## src/rtl/grid_io_pkg.sv

```systemverilog
// Shared constants for the multi-pad IO grid tile: channel field layout,
// isolated-pad values and the per-channel chain width helper.
package grid_io_pkg;

  localparam int DIR_BIT = 0;
  localparam int INV_BIT = 1;
  localparam int PAR_BIT = 2;

  localparam logic DIR_SAFE = 1'b1;
  localparam logic OUT_SAFE = 1'b0;

  // Chain flops per channel; the parity build adds one bit at each channel's MSB.
  function automatic int cfg_bits_per_chan(input int cfg_bits, input bit par_en);
    return cfg_bits + (par_en ? 1 : 0);
  endfunction

endpackage

```

## src/rtl/grid_io_chan.sv

```systemverilog
// One SoC pad channel: direction/polarity data mux with safe isolation values.
module grid_io_chan
  import grid_io_pkg::*;
(
  input  logic i_active,
  input  logic i_dir,
  input  logic i_inv,
  input  logic i_pad_in,
  input  logic i_outpad,
  output logic o_pad_out,
  output logic o_pad_dir,
  output logic o_inpad
);

  always_comb begin
    o_pad_out = OUT_SAFE;
    o_pad_dir = DIR_SAFE;
    o_inpad   = 1'b0;
    if (i_active) begin
      if (i_dir) begin
        o_pad_dir = 1'b1;
        o_inpad   = i_pad_in ^ i_inv;
      end else begin
        o_pad_dir = 1'b0;
        o_pad_out = i_outpad ^ i_inv;
      end
    end
  end

endmodule

```

## src/rtl/grid_io_multi.sv

```systemverilog
// NUM_IO-pad perimeter IO tile with serial config chain, load counter and gated release.
// Optional per-channel even parity checking is built when GRID_IO_CFG_PARITY_EN is defined.
module grid_io_multi
  import grid_io_pkg::*;
#(
  parameter int NUM_IO   = 4,
  parameter int CFG_BITS = 2
) (
  input  logic              prog_clk,
  input  logic              pReset,
  input  logic              IO_ISOL_N,
  input  logic              ccff_en,
  input  logic              ccff_head,
  output logic              ccff_tail,
  output logic              cfg_done,
  output logic              cfg_err,
  input  logic [NUM_IO-1:0] gfpga_pad_EMBEDDED_IO_HD_SOC_IN,
  output logic [NUM_IO-1:0] gfpga_pad_EMBEDDED_IO_HD_SOC_OUT,
  output logic [NUM_IO-1:0] gfpga_pad_EMBEDDED_IO_HD_SOC_DIR,
  input  logic [NUM_IO-1:0] io_outpad,
  output logic [NUM_IO-1:0] io_inpad_upper,
  output logic [NUM_IO-1:0] io_inpad_lower
);

`ifdef GRID_IO_CFG_PARITY_EN
  localparam bit PAR_EN = 1'b1;
`else
  localparam bit PAR_EN = 1'b0;
`endif

  localparam int W         = cfg_bits_per_chan(CFG_BITS, PAR_EN);
  localparam int CHAIN_LEN = NUM_IO * W;
  localparam int CNT_W     = $clog2(CHAIN_LEN + 1);
  localparam logic [CNT_W-1:0] CNT_FULL = CNT_W'(CHAIN_LEN);

  logic [CHAIN_LEN-1:0] r_chain;
  logic [CNT_W-1:0]     r_count;
  logic [CNT_W-1:0]     w_count_nxt;
  logic                 r_cfg_done;
  logic                 r_active;
  logic                 w_restart;
  logic                 w_cfg_err;
  logic                 w_active;
  logic [NUM_IO-1:0]    w_inpad;

  // Any shift into a completed chain starts a fresh load.
  assign w_restart = ccff_en & r_cfg_done;

  always_comb begin
    w_count_nxt = r_count;
    if (w_restart)
      w_count_nxt = {{(CNT_W-1){1'b0}}, 1'b1};
    else if (ccff_en && (r_count != CNT_FULL))
      w_count_nxt = r_count + 1'b1;
  end

  always_ff @(posedge prog_clk or posedge pReset) begin
    if (pReset) begin
      r_chain    <= '0;
      r_count    <= '0;
      r_cfg_done <= 1'b0;
      r_active   <= 1'b0;
    end else begin
      if (ccff_en)
        r_chain <= {r_chain[CHAIN_LEN-2:0], ccff_head};
      r_count    <= w_count_nxt;
      r_cfg_done <= (w_count_nxt == CNT_FULL) & ~w_restart;
      r_active   <= r_cfg_done & IO_ISOL_N & ~w_cfg_err;
    end
  end

`ifdef GRID_IO_CFG_PARITY_EN
  logic [NUM_IO-1:0] w_par_odd;
  logic              r_cfg_err;

  for (genvar g = 0; g < NUM_IO; g++) begin : g_par
    assign w_par_odd[g] = ^r_chain[g*W +: W];
  end

  always_ff @(posedge prog_clk or posedge pReset) begin
    if (pReset)
      r_cfg_err <= 1'b0;
    else
      r_cfg_err <= r_cfg_done & ~w_restart & (|w_par_odd);
  end

  assign w_cfg_err = r_cfg_err;
`else
  assign w_cfg_err = 1'b0;
`endif

  // Release waits on r_active; every isolation cause also cuts the path immediately.
  assign w_active = r_active & r_cfg_done & IO_ISOL_N & ~w_cfg_err & ~w_restart;

  for (genvar g = 0; g < NUM_IO; g++) begin : g_chan
    grid_io_chan u_chan (
      .i_active  (w_active),
      .i_dir     (r_chain[g*W + DIR_BIT]),
      .i_inv     (r_chain[g*W + INV_BIT]),
      .i_pad_in  (gfpga_pad_EMBEDDED_IO_HD_SOC_IN[g]),
      .i_outpad  (io_outpad[g]),
      .o_pad_out (gfpga_pad_EMBEDDED_IO_HD_SOC_OUT[g]),
      .o_pad_dir (gfpga_pad_EMBEDDED_IO_HD_SOC_DIR[g]),
      .o_inpad   (w_inpad[g])
    );
  end

  assign ccff_tail      = r_chain[CHAIN_LEN-1];
  assign cfg_done       = r_cfg_done;
  assign cfg_err        = w_cfg_err;
  assign io_inpad_upper = w_inpad;
  assign io_inpad_lower = w_inpad;

endmodule

```

## config.mk

```make
export PLATFORM = sky130hd
export DESIGN_NAME = grid_io_multi
export DESIGN_NICKNAME = d
export VERILOG_FILES = /design/src/rtl/grid_io_pkg.sv /design/src/rtl/grid_io_chan.sv /design/src/rtl/grid_io_multi.sv
export SDC_FILE = /design/constraint.sdc
export NUM_CORES = 1
export LEC_CHECK = 0
export ABC_AREA = 1
export BUFFER_PORTS_ARGS = -buffer_cell sky130_fd_sc_hd__buf_4
export CAP_MARGIN = 20
export CORE_MARGIN = 10
export CORE_UTILIZATION = 44
export CTS_CLUSTER_SIZE = 8
export DETAILED_ROUTE_END_ITERATION = 10
export PLACE_DENSITY_LB_ADDON = 0.15
export SETUP_SLACK_MARGIN = 0.05
export SLEW_MARGIN = 15
export SYNTH_ARGS = -nofsm -noshare
export SYNTH_HDL_FRONTEND = slang
export SYNTH_SLANG_ARGS = --single-unit
```

## constraint.sdc

```tcl
create_clock -name prog_clk -period 1.2 [get_ports prog_clk]
set_input_delay 0 -clock prog_clk [delete_from_list [all_inputs] [get_ports prog_clk]]
set_output_delay 0 -clock prog_clk [all_outputs]
set_load 0.01 [all_outputs]
```

==> Yosys cells after proc, flatten, opt, wreduce, memory -nomap -nowiden <==
Cells that the tools add are included.
{ "word_totals": {"in_bits": 13, "word_cells": 49, "reg_bits": 14} }
{ "op_classes": {"n_eq_ne": 2, "n_addsub": 1, "n_mux": 26, "n_reduce_logical": 1, "n_bitwise": 15} }
{ "op_table": {"columns": ["cell", "n"], "rows": [
  ["1-bit two-way mux", 24],
  ["4-bit two-way mux", 2],
  ["1-bit XOR", 8],
  ["1-bit AND", 6],
  ["4-bit by 1-bit adder with 4-bit output (second input constant)", 1],
  ["4-bit equality test (second input constant)", 1],
  ["4-bit inequality test (second input constant)", 1],
  ["1-bit logical AND", 1],
  ["1-bit inverter", 1]
]} }

==> Longest topological paths before layout <==
{ "logic_depth": {"ltp_word": 6, "depth_mapped": 9} }

==> By module <==
A second synthesis with hierarchy kept.
{ "hier_totals": {"hier_cells": 119, "hier_area_um2": 887.1} }
{ "by_module_without_submodules": {"columns": ["mod", "cells_each", "area_per_inst_um2", "instances"], "rows": [
  ["grid_io_multi", 79, 726.9, 1],
  ["grid_io_chan", 10, 40.0, 4]
]} }

==> Least setup slack after synthesis <==
OpenSTA, ideal clock, no wires.
{ "synth_timing": {"path_kind": "flip-flop to flip-flop", "start": "register r_count[0]", "end": "register r_cfg_done, in the netlist cfg_done", "n_path_buf": 0, "synth_period_minus_slack_ns": 1.185, "slack_ns": 0.015, "stages_incl_launch_ff": 10, "t_required_ns": 1.129, "arrival_time_ns": 1.114, "path_cell_list": "dfrtp_1 -> inv_1 -> ha_1 -> nand3_2 -> nand2_2 -> nand2_1 -> nand2_1 -> nor2_2 -> nand2_1 -> nor2_1"} }
{ "synth_between": {"elab_chain_len": 6} }
{ "synth_lines": {"columns": ["element", "line", "text"], "rows": [
  ["from (decl)", "grid_io_multi.sv:37", "logic [CNT_W-1:0] r_count;"],
  ["from (signal assigned)", "grid_io_multi.sv:66", "r_count <= w_count_nxt;"],
  ["parallel branches: the longest is 2 deep, another holds 4-bit by 1-bit adder with 4-bit output", null, null],
  ["4-bit two-way mux *", "grid_io_multi.sv:53", "else if (ccff_en && (r_count != CNT_FULL))"],
  ["4-bit two-way mux *", "grid_io_multi.sv:51", "if (w_restart)"],
  ["4-bit equality test *", "grid_io_multi.sv:67", "r_cfg_done <= (w_count_nxt == CNT_FULL) & ~w_restart;"],
  ["1-bit AND *", "grid_io_multi.sv:67", null],
  ["to (signal assigned)", "grid_io_multi.sv:67", null],
  ["to (decl)", "grid_io_multi.sv:39", "logic r_cfg_done;"]
]} }
Mark *: on every way between the ends.
A chain may end at the register's enable or synchronous reset.

==> Worst setup path after layout <==
{ "layout_timing": {"start": "register r_cfg_done, in the netlist cfg_done", "end": "output gfpga_pad_EMBEDDED_IO_HD_SOC_OUT[1]"} }
{ "layout_between": {"elab_chain_len": 4} }
{ "layout_lines": {"columns": ["element", "line", "text"], "rows": [
  ["1-bit AND, on equally long branches", "grid_io_multi.sv:93, grid_io_multi.sv:47", null],
  ["1-bit AND / 1-bit inverter (equally long branches)", "grid_io_multi.sv:93", "assign w_active = r_active & r_cfg_done & IO_ISOL_N & ~w_cfg_err & ~w_restart;"],
  ["1-bit AND *", "grid_io_multi.sv:93", null],
  ["1-bit two-way mux *", "grid_io_chan.sv:19", "if (i_active) begin"],
  ["to (decl)", "grid_io_multi.sv:18", "output logic [NUM_IO-1:0] gfpga_pad_EMBEDDED_IO_HD_SOC_OUT,"]
]} }
Mark *: on every way between the ends. The rest lies on a longest branch, timed or not.

==> results.py <==
metrics = {
    "cts": {
        "cts_root_buf": "clkbuf_4",
        "numCtsBuffers": 3,
        "clockBufferDepth": 2,
        "clkSinkCount": 14,
        "path_clk_slew_ns": 0.07,
        "insertion_delay_ns": 0.28,
        "cts_tree": "yes",
        "htreeDepth": 1,
    },
    "routing": {
        "first_iter_violations": 17,
        "totalWireLength_um": 2330,
        "wire_per_inst_um": 13.2,
        "firstDrtPassIters": 4,
        "via_count": 829,
        "drt-vias-per-instance": 4.71,
        "drc": 0,
        "antenna_left": 0,
    },
    "finish": {
        "diodes": 0,
        "finalNonFillerCells": 176,
        "drive_gt1_share_pct": 53.7,
        "design_area_um2": 1290,
        "nNetsFinal": 166,
        "syn_to_final_growth_pct": 41.1,
    },
    "setup_path": {
        "critPathKind": "reg -> out",
        "cp.arrival_ns": 1.31,
        "cp-start-kind": "flop",
        "crit_path_max_fanout": 5,
        "worstPathRequired_ns": 1.20,
        "end_kind": "output pin",
    },
    "placed_design": {
        "io_buffers": 30,
        "place_area_um2": 1060,
        "pre_cts_slack_ns": -0.0605,
        "gp_congestion": 0.792,
        "hpwl_um": 1530,
        "dp_cells": 161,
    },
    "min_path": {
        "min_path_type": "in -> reg",
    },
    "timing": {
        "rsz0062_at_grt": "true",
        "slew_viol_final": 0,
        "slew_headroom_pct": 66.4,
        "tightest_slew_ns": 0.504,
        "hold_viol": 0,
        "finalSetupViolCount": 19,
        "tns_ns": -1.32,
        "setup_ws_ns": -0.115,
        "finalCritPeriodShare_pct": 110,
        "skew_ns": 0.00215,
        "final.min_clock_period_ns": 1.31,
        "fmax_ghz": 0.761,
    },
    "yosys": {
        "ys_warn_count": 0,
        "synth_area_per_cell_um2": 7.68,
        "synthesis.nets": 134,
        "yosysUniqueCellTypes": 19,
        "synth-seq-cells": 14,
        "syn_inst": 119,
        "ys_seq_area_share_pct": 38.4,
        "syn_area_um2": 913,
    },
    "power_and_ir_drop": {
        "ir_drop_uv": 1420,
        "leakage_nw": 0.644,
        "finalPower_mw": 1.90,
        "power_density_nw_per_um2": 1470,
    },
    "floorplan": {
        "dieArea_um2": 4300,
        "dieHeight_um": 65.6,
        "fp.coreArea_um2": 1960,
        "row_count": 16,
        "die_w_um": 65.6,
        "pin_count": 32,
        "initial_core_util_pct": 46.6,
    },
    "global_routing": {
        "track_usage_pct": 10.3,
        "grt-ovfl-total": 0,
        "antenna_found_initial": 0,
        "grt_pass1_vias": 846,
        "grt_max_degree": 15,
        "grt_pass1_wl_um": 3640,
    },
    "run": {
        "cap_violations": 0,
    },
    "outcome": {
        "violations": "setup timing",
        "status": "finished with violations",
    },
}
timing repair:
item | in CTS | in global routing
pin swaps | 3 | 11
endpoints found under the hold margin | 15 | 0
buffers inserted | 7 | 4
endpoints found under the setup margin | 21 | 21
resized for setup | 9 | 24
hold buffers | 2 | 0
placed cells by master, fill, tap and decap left out, types with 2 or more instances in the layout:
cell and n:
buf_4 42, nand2_1 19, dfrtp_1 13, o21ai_0 10
inv_2 9, nand2_2 9, inv_1 8, nor2_1 6
xnor2_1 6, nand3_2 3, clkbuf_4 3, nand3_4 2
nand3_1 2, nor3_2 2, dlygate4sd3_1 2
routing by layer:
layer	wire (um)	GRT usage [%]	up-vias
li1	-	-	416
met1	886	10.3	390
met2	1260	18.9	18
met3	159	4.41	5
met4	25	3.21	0
met5	0	0	-
Yosys cell counts:
cell	number	area [um2]
inv_2	3	11.3
xnor2_1	6	52.6
nand3_1	5	25.0
o21ai_0	10	50.1
buf_4	18	135
a21oi_1	1	5.00
nand2_2	1	6.26
a211oi_1	2	15.0
conb_1	1	3.75
nor2_1	6	22.5
nand3_2	2	20.0
inv_1	15	56.3
ha_1	2	25.0
dfrtp_1	14	350
nor2_2	1	6.26
nand3b_1	1	7.51
nor3_1	2	10.0
nand4_1	1	6.26
nand2_1	28	105
report_power, final:
group / internal [mW] / switching, mW
clock network: 0.117 / 0.141
logic: 0.447 / 0.466
registers: 0.585 / 0.144
area by class of cell:
cell class / instances / area [um2]
Fill cell: 164 / 673
Multi-Input combinational cell: 69 / 464
Sequential cell: 14 / 352
Timing Repair Buffer: 45 / 347
Inverter: 18 / 70.1
Tap cell: 27 / 33.8
Clock buffer: 3 / 22.5
flip-flops by register name, indices dropped and copies added (netlist names):
name      flops
r_chain       8
r_count       4
cfg_done      1
r_active      1
per-stage QoR:
step / util (%) / hold WS, ns
3_3_place_gp: 54.1 / 0.0696
2_1_floorplan: - / -0.111
3_5_place_dp: 54.1 / 0.0617
4_1_cts: 61.0 / 0.0321
6_report: 65.7 / 0.0479
5_1_grt: 65.7 / 0.0733
worst max-delay path, cell delays in order, from the launching register on:
cell	delay, ns
dfrtp_1	0.37
nand2_1	0.07
inv_2	0.07
nand3_4	0.13
inv_4	0.11
nand2_2	0.05
nor2_1	0.10
buf_4	0.13
worst paths after layout:
check	start	depth (start not counted)	slack, ns	end
setup / recovery	cfg_done$_DFF_PP0_	7	-0.11	gfpga_pad_EMBEDDED_IO_HD_SOC_OUT[1]
hold / removal	IO_ISOL_N	4	0.05	r_active$_DFF_PP0_
setup reg to reg	r_count[0]$_DFF_PP0_	9	-0.10	cfg_done$_DFF_PP0_
hold reg to reg	r_chain[6]$_DFFE_PP0P_	2	0.57	r_chain[6]$_DFFE_PP0P_
max in group asynchronous	pReset	3	0.52	r_count[0]$_DFF_PP0_
min in group asynchronous	pReset	3	0.31	r_chain[2]$_DFFE_PP0P_
cells by family after synthesis:
| logic type | share of synthesized area (%) |
|---|---|
| AND/OR/NAND/NOR | 22.9 |
| buffers and inverters | 22.2 |
| flip-flops | 38.4 |
| AO/OA/AOI/OAI | 7.67 |
| XOR/XNOR | 5.75 |
| adder cells (fa/ha/maj) | 2.74 |
| other | 0.411 |
Power figures use the tool's default switching activity.
